[config.mk]
export PLATFORM = sky130hd
export DESIGN_NAME = vga_ctrl
export DESIGN_NICKNAME = d
export VERILOG_FILES = /design/src/rtl/vga_ctrl.sv
export SDC_FILE = /design/constraint.sdc
export NUM_CORES = 1
export LEC_CHECK = 0
export BUFFER_PORTS_ARGS = -buffer_cell sky130_fd_sc_hd__buf_2
export CAP_MARGIN = 10
export CORE_AREA = 5 5 70 72
export DETAILED_ROUTE_END_ITERATION = 8
export DIE_AREA = 0 0 75 77
export PLACE_DENSITY = 0.86
export SLEW_MARGIN = 5
export SYNTH_ARGS = -nofsm -noshare
export SYNTH_HDL_FRONTEND = slang
export SYNTH_SLANG_ARGS = --single-unit
[constraint.sdc]
create_clock -name clock -period 2.3 [get_ports clock]
set_input_delay 0.23 -clock clock [delete_from_list [all_inputs] [get_ports clock]]
set_output_delay 0.23 -clock clock [all_outputs]
set_load 0.01 [all_outputs]
[src/rtl/vga_ctrl.sv]
// vga_ctrl: 640x480@60 VGA timing generator that gates framebuffer pixels to the DAC.
// Define VGA_CTRL_SYNC_DELAY_EN to delay valid/sync/frame_start one clock for a synchronous-read framebuffer.
module vga_ctrl #(
  parameter int H_ACTIVE = 640,
  parameter int H_FP     = 16,
  parameter int H_SYNC   = 96,
  parameter int H_BP     = 48,
  parameter int V_ACTIVE = 480,
  parameter int V_FP     = 10,
  parameter int V_SYNC   = 2,
  parameter int V_BP     = 33
) (
  input  logic        clock,
  input  logic        reset,
  input  logic [11:0] vga_data,
  output logic [9:0]  h_addr,
  output logic [9:0]  v_addr,
  output logic        hsync,
  output logic        vsync,
  output logic        valid,
  output logic [3:0]  vga_r,
  output logic [3:0]  vga_g,
  output logic [3:0]  vga_b,
  output logic        frame_start,
  output logic [15:0] frame_cnt
);

  localparam logic [9:0] H_LAST = 10'(H_ACTIVE + H_FP + H_SYNC + H_BP - 1);
  localparam logic [9:0] H_ACT  = 10'(H_ACTIVE);
  localparam logic [9:0] H_SS   = 10'(H_ACTIVE + H_FP);
  localparam logic [9:0] H_SE   = 10'(H_ACTIVE + H_FP + H_SYNC);
  localparam logic [9:0] V_LAST = 10'(V_ACTIVE + V_FP + V_SYNC + V_BP - 1);
  localparam logic [9:0] V_ACT  = 10'(V_ACTIVE);
  localparam logic [9:0] V_SS   = 10'(V_ACTIVE + V_FP);
  localparam logic [9:0] V_SE   = 10'(V_ACTIVE + V_FP + V_SYNC);

  logic [9:0]  h_cnt_r;
  logic [9:0]  v_cnt_r;
  logic [15:0] frame_cnt_r;
  logic        h_wrap_s;
  logic        v_wrap_s;
  logic        active_s;
  logic        hsync_raw_s;
  logic        vsync_raw_s;
  logic        fs_raw_s;
  logic        valid_s;
  logic [11:0] rgb_s;

  // Raw timing terms and framebuffer address, all decoded from the counters.
  always_comb begin
    h_wrap_s    = (h_cnt_r == H_LAST);
    v_wrap_s    = (v_cnt_r == V_LAST);
    active_s    = (h_cnt_r < H_ACT) && (v_cnt_r < V_ACT);
    hsync_raw_s = !((h_cnt_r >= H_SS) && (h_cnt_r < H_SE));
    vsync_raw_s = !((v_cnt_r >= V_SS) && (v_cnt_r < V_SE));
    fs_raw_s    = (h_cnt_r == 10'd0) && (v_cnt_r == 10'd0);
    if (active_s) begin
      h_addr = h_cnt_r;
      v_addr = v_cnt_r;
    end else begin
      h_addr = 10'd0;
      v_addr = 10'd0;
    end
  end

  // Pixel/line counters; the frame count only advances when a whole frame completes.
  always_ff @(posedge clock or posedge reset) begin
    if (reset) begin
      h_cnt_r     <= 10'd0;
      v_cnt_r     <= 10'd0;
      frame_cnt_r <= 16'd0;
    end else if (h_wrap_s) begin
      h_cnt_r <= 10'd0;
      if (v_wrap_s) begin
        v_cnt_r     <= 10'd0;
        frame_cnt_r <= frame_cnt_r + 16'd1;
      end else begin
        v_cnt_r <= v_cnt_r + 10'd1;
      end
    end else begin
      h_cnt_r <= h_cnt_r + 10'd1;
    end
  end

`ifdef VGA_CTRL_SYNC_DELAY_EN
  logic valid_r;
  logic hsync_r;
  logic vsync_r;
  logic fs_r;

  // One-clock alignment stage matching the block-RAM read latency.
  always_ff @(posedge clock or posedge reset) begin
    if (reset) begin
      valid_r <= 1'b0;
      hsync_r <= 1'b1;
      vsync_r <= 1'b1;
      fs_r    <= 1'b0;
    end else begin
      valid_r <= active_s;
      hsync_r <= hsync_raw_s;
      vsync_r <= vsync_raw_s;
      fs_r    <= fs_raw_s;
    end
  end

  assign valid_s     = valid_r;
  assign hsync       = hsync_r;
  assign vsync       = vsync_r;
  assign frame_start = fs_r;
`else
  // Counters sit at (0,0) during reset, so the raw terms must be masked by reset itself.
  assign valid_s     = active_s & ~reset;
  assign hsync       = hsync_raw_s | reset;
  assign vsync       = vsync_raw_s | reset;
  assign frame_start = fs_raw_s & ~reset;
`endif

  // Blank the DAC outside the visible window.
  always_comb begin
    if (valid_s) begin
      rgb_s = vga_data;
    end else begin
      rgb_s = 12'h000;
    end
  end

  assign valid               = valid_s;
  assign {vga_r, vga_g, vga_b} = rgb_s;
  assign frame_cnt           = frame_cnt_r;

endmodule

* After elaboration in Yosys (flattened, before gate mapping)
Index checks and enable logic that the tools add are counted.
Widths: inputs -> output; s select.
** Word-level totals
- Logic and storage cells :: 33
- Flip-flop bits (word level) :: 36
- Output and inout bits :: 52
- Memories :: 0
- ROM bits :: 0
- Input port bits :: 14
- Bits in latches :: 0
- RAM bits :: 0
** Operators by class
- Bitwise operators :: 5
- Multiply operators :: 0
- Reduce and logical (&&, ||, !) cells :: 9
- Shift operators :: 0
- Muxes and demuxes :: 5
- Equality and inequality tests :: 2
- Add/sub/neg operators :: 3
- $lt $le $gt $ge :: 6
- Div/mod/pow operators :: 0
** Operator list (number)
- $mux 10 :: 4
- $add 10x1->10 const B :: 2
- $eq 10x10->1 const B :: 2
- $logic_not 10->1 :: 2
- $lt 10x10->1 const B :: 2
- $lt 10x9->1 const B :: 2
- $add 16x1->16 const B :: 1
- $mux 12 :: 1
- $ge 10x10->1 const B :: 1
- $ge 10x9->1 const B :: 1
- $logic_and 1x1->1 :: 4
- $and 1x1->1 :: 2
- $logic_not 1->1 :: 2
- $or 1x1->1 :: 2
- $reduce_and 2->1 :: 1
- $not 1->1 :: 1

* Longest topological paths before layout
- Depth after elaboration :: 4
- Mapped depth :: 8
- Gate-level depth less buffers :: 7

* Worst setup path before layout
OpenSTA, ideal clock, no wires.
- Kind :: register to register
- From :: register h_cnt_r[0]
- To :: register frame_cnt_r[1] (netlist: frame_cnt[1])
- Data required time :: 2173 ps
- Clock period less this slack :: 1946 ps
- Buffers on the path :: 1
- Stages on the path, launching flop included :: 7
- Slack :: 354 ps
- Arrival time :: 1819 ps
- Cell sequence :: dfrtp_1 -> ha_1 -> nand4_2 -> nor4_4 -> and2_1 -> buf_2 -> mux2_1
** On the way
- Word-level cells in the longest chain between the ends :: 2
** Ends and longest elaborated chain
- from (decl) :: RTL line 37 : logic [9:0] h_cnt_r;
- from (signal assigned) :: RTL line 81 : h_cnt_r <= h_cnt_r + 10'd1;
- $eq 10x10->1 :: RTL line 51 : h_wrap_s = (h_cnt_r == H_LAST);
- $reduce_and 2->1 (no line)
- to (signal assigned) :: RTL line 76 : frame_cnt_r <= frame_cnt_r + 16'd1;
- to (decl) :: RTL line 39 : logic [15:0] frame_cnt_r;
No other way between the ends.
A chain may end at the register's enable or synchronous reset.

* Worst setup path after layout
- From :: register v_cnt_r[9]
- To :: output port frame_start
** On the way
- Word-level cells in the longest chain between the ends :: 3
** Ends and longest elaborated chain
- from (decl) :: RTL line 38 : logic [9:0] v_cnt_r;
- from (signal assigned) :: RTL line 78 : v_cnt_r <= v_cnt_r + 10'd1;
- $logic_not 10->1 :: RTL line 56 : fs_raw_s = (h_cnt_r == 10'd0) && (v_cnt_r == 10'd0);
- $logic_and 1x1->1 :: RTL line 56
- $and 1x1->1 :: RTL line 115 : assign frame_start = fs_raw_s & ~reset;
- to (decl) :: RTL line 24 : output logic frame_start,
No other way between the ends.

==> results.env <==
STATUS='finished clean'
CRITICAL_PATH.ENDPOINT_TYPE='output port'
GPL.FINAL_WEIGHTED_CONGESTION=0.8450
NUM_ANTENNA_CELLS=0
MAX_FREQ_MHz=456.3
SYNTH-WARNING-COUNT=0
DIE_WIDTH_UM=75
DRV_CAP=0
VIAS=1756
POST_ROUTE_CELLS_DRIVE_ABOVE_1_SHARE=0.3156
AREA.GROWTH.SYNTH_TO_FINAL_PCT=25.17
MAX-SLEW-MARGIN-REL=0.5639
TOTALWIRELENGTH_MM=4.611
WORSTSKEWPAIRLATENCY_NS=0.29
CLK_PATH_BUF_DEPTH=2
PLACEABLECOREAREA_MM2=0.004234
GRT_PASS1_WL_MM=7.907
TIMING_MAX_TRANSITION_VIOLATIONS_FINAL=0
POST_CTS.REPAIR.SETUP_BUFFERS=0
HPWLAFTERDP_MM=3.517
ROUTE.ANTENNA.REMAINING_NETS=0
SYNTHESIZED_NET_COUNT=230
CRIT_REQUIRED_NS=2.07
FINAL.MIN_CLOCK_PERIOD_NS=2.192
FINAL_AREA_MM2=0.002557
TRACK_USAGE=0.1740
TRITONCTS='done'
POSTSYNTHAREAPERCELL_UM2=9.683
FINAL_COMMON_CELL='buf_2'
FINISH.UTILIZATION=0.6040
SYNTHARSTFLOPSHARE=1.000
CLOCK_BUFFER_COUNT_FROM_CTS=5
CLOCK_SINK_COUNT=36
SYNTH_EDF_COUNT=0
TIMING.CRITICAL_PATH.FROM_TYPE='flop'
SETUP-TNS-FINAL_NS=0
DETAIL_ROUTE.DRC_VIOLATIONS=0
DRT-WIRELENGTH-PER-CELL_UM=13.81
YS_SEQ_ELEMENTS=36
SYNTHESIS.INSTANCES=211
POST-SYNTH-TOP-AREA-FRACTION=0.4409
TOTAL_POWER_uW=1166
DRT-INITIAL-DRC-COUNT=93
LAYOUT.CELLS.MOST_COMMON_LIST='buf_2 (64), dfrtp_1 (36), and2_1 (26)'
DIE_HEIGHT_UM=77
CTS_ROOT_BUF='clkbuf_8'
GRT.OVERFLOW.TOTAL=0
PATH_MAX_FANOUT=8
POST_SYNTH_NUM_CELL_TYPES=37
POST-SYNTH-TOP-AREA-CELL='dfrtp_1'
ANTENNA_FOUND_INITIAL=0
CTS.HTREE.LEVELS=2
FP-ROW-COUNT=24
SYNTH_FF_TYPE='dfrtp_1'
FINCLKSKEW_NS=0.003930
VIAS_IN_THE_FIRST_GLOBAL_ROUTE=1808
IRDROPWORSTVDD_mV=0.2043
TYPE_OF_THE_WORST_SETUP_PATH='flop to output port'
SYN_AREA_MM2=0.002043
CLKTRANSATPATHREGS_NS=0.07
FINAL_HOLD_VIOL_COUNT=0
GRT_MAX_DEGREE=37
FRACTION_OF_THE_CYCLE_THE_FINAL_WORST_PATH_NEEDS=0.9529
SEQ_AREA_FRAC_SYNTH=0.4409
POWER-PER-CELL-AREA_mW_PER_MM2=455.8
CRITICAL_PATH_ARRIVAL_NS=1.96
SYNTH.TOP_CELLS.BY_AREA='dfrtp_1 (44%), and2_1 (8.0%), xor2_1 (6.4%)'
POSTPLACECELLAREA_MM2=0.002450
FINALNETCOUNT=301
TIMING_WORST_SLEW_PIN_VALUE_NS=0.6506
INITIAL_UTILIZATION=0.4826
RSZ0062_AT_GRT='false'
HOLDCRITPATHCLASS='input pin to asynchronous set/reset pin'
DIE_AREA_MM2=0.005775
FINALSETUPVIOLCOUNT=0
IOS=66
VIAS_PER_CELL=5.257
FIRSTDRTPASSITERS=4
P_LEAK_uW=0.001342
PLACE.PORT_BUFFERS=64
## cells by family after synthesis
kind of cell / after synthesis / share of synthesized area
flip-flops: 36 / 0.4409
AO/OA/AOI/OAI: 6 / 0.02083
XOR/XNOR: 29 / 0.1243
multiplexers: 2 / 0.01041
buffers and inverters: 19 / 0.03918
other: 1 / 0.001835
AND/OR/NAND/NOR: 113 / 0.3319
adder cells (fa/ha/maj): 5 / 0.03062
## worst paths after layout
| kind | start | end | slack, ns | depth (start not counted) |
|---|---|---|---|---|
| max reg2reg | h_cnt_r[0]$_DFF_PP0_ | frame_cnt[1]$_DFFE_PP0P_ | 0.21 | 6 |
| max in group asynchronous | reset | v_cnt_r[0]$_DFFE_PP0N_ | 1.88 | 3 |
| min in group clock | frame_cnt[15]$_DFFE_PP0P_ | frame_cnt[15]$_DFFE_PP0P_ | 0.46 | 1 |
| max | v_cnt_r[9]$_DFFE_PP0N_ | frame_start | 0.11 | 5 |
| min reg2reg | frame_cnt[15]$_DFFE_PP0P_ | frame_cnt[15]$_DFFE_PP0P_ | 0.46 | 1 |
| min | reset | h_cnt_r[5]$_DFF_PP0_ | 0.11 | 3 |
## Yosys cell counts (2+ instances only)
master    count
dfrtp_1      36
and2_1       26
nor2_1       20
xor2_1       15
xnor2_1      14
nand2_1      12
nand3_1      12
nor4_1       12
inv_1        11
nand4_1       7
ha_1          5
clkbuf_1      4
and3_1        3
nand2b_1      3
nand4_2       3
nor3_2        3
or3_1         3
buf_4         2
or4_1         2
## sequential cells by signal, indices dropped and copies added (netlist names)
signal,count
v_cnt_r,10
h_cnt_r,10
frame_cnt,16
## worst max-delay path, stage by stage, from the launching register on
cell and delay (ns):
dfrtp_1 0.47, or3_1 0.41, nor4_1 0.24, nand3_1 0.14, nor4_2 0.24, buf_2 0.17
## cell type report
| cell class | count | area, µm² |
|---|---|---|
| multi-input combinational | 156 | 1074 |
| timing repair buffer | 72 | 380.4 |
| inverter | 11 | 41.29 |
| sequential | 36 | 900.9 |
| clock buffer | 7 | 96.34 |
| tap | 52 | 65.06 |
| fill | 344 | 1677 |
## through the flow
| stage | std cells | hold WS, ns | setup WS, ns |
|---|---|---|---|
| CTS | 334 | 0.1133 | 0.05871 |
| floorplan | 211 | 0.4027 | 0.3537 |
| global placement | 327 | 0.4084 | 0.2027 |
| detailed placement | 327 | 0.4248 | 0.2022 |
| finish | 334 | 0.1064 | 0.1083 |
| global route | 334 | 0.1598 | 0.02298 |
## power breakdown
group	internal (µW)	total [µW]	switching, µW
registers	633	633	0
logic	23.7	54.5	30.8
clock network	267	478	212
## what timing repair did
item	in CTS	in global routing
resized for setup	1	1
cloned	0	0
setup endpoints to repair	12	1
hold buffers	0	0
## metal layers
metal  part of all wire  GRT usage  up-vias
li1                   -          -      856
met1               0.43     0.2194      812
met5                  0          0        -
met3              0.073    0.03922        7
met4              0.017    0.07829        0
met2               0.48     0.2779       81
(Power assumes the default switching activity.)
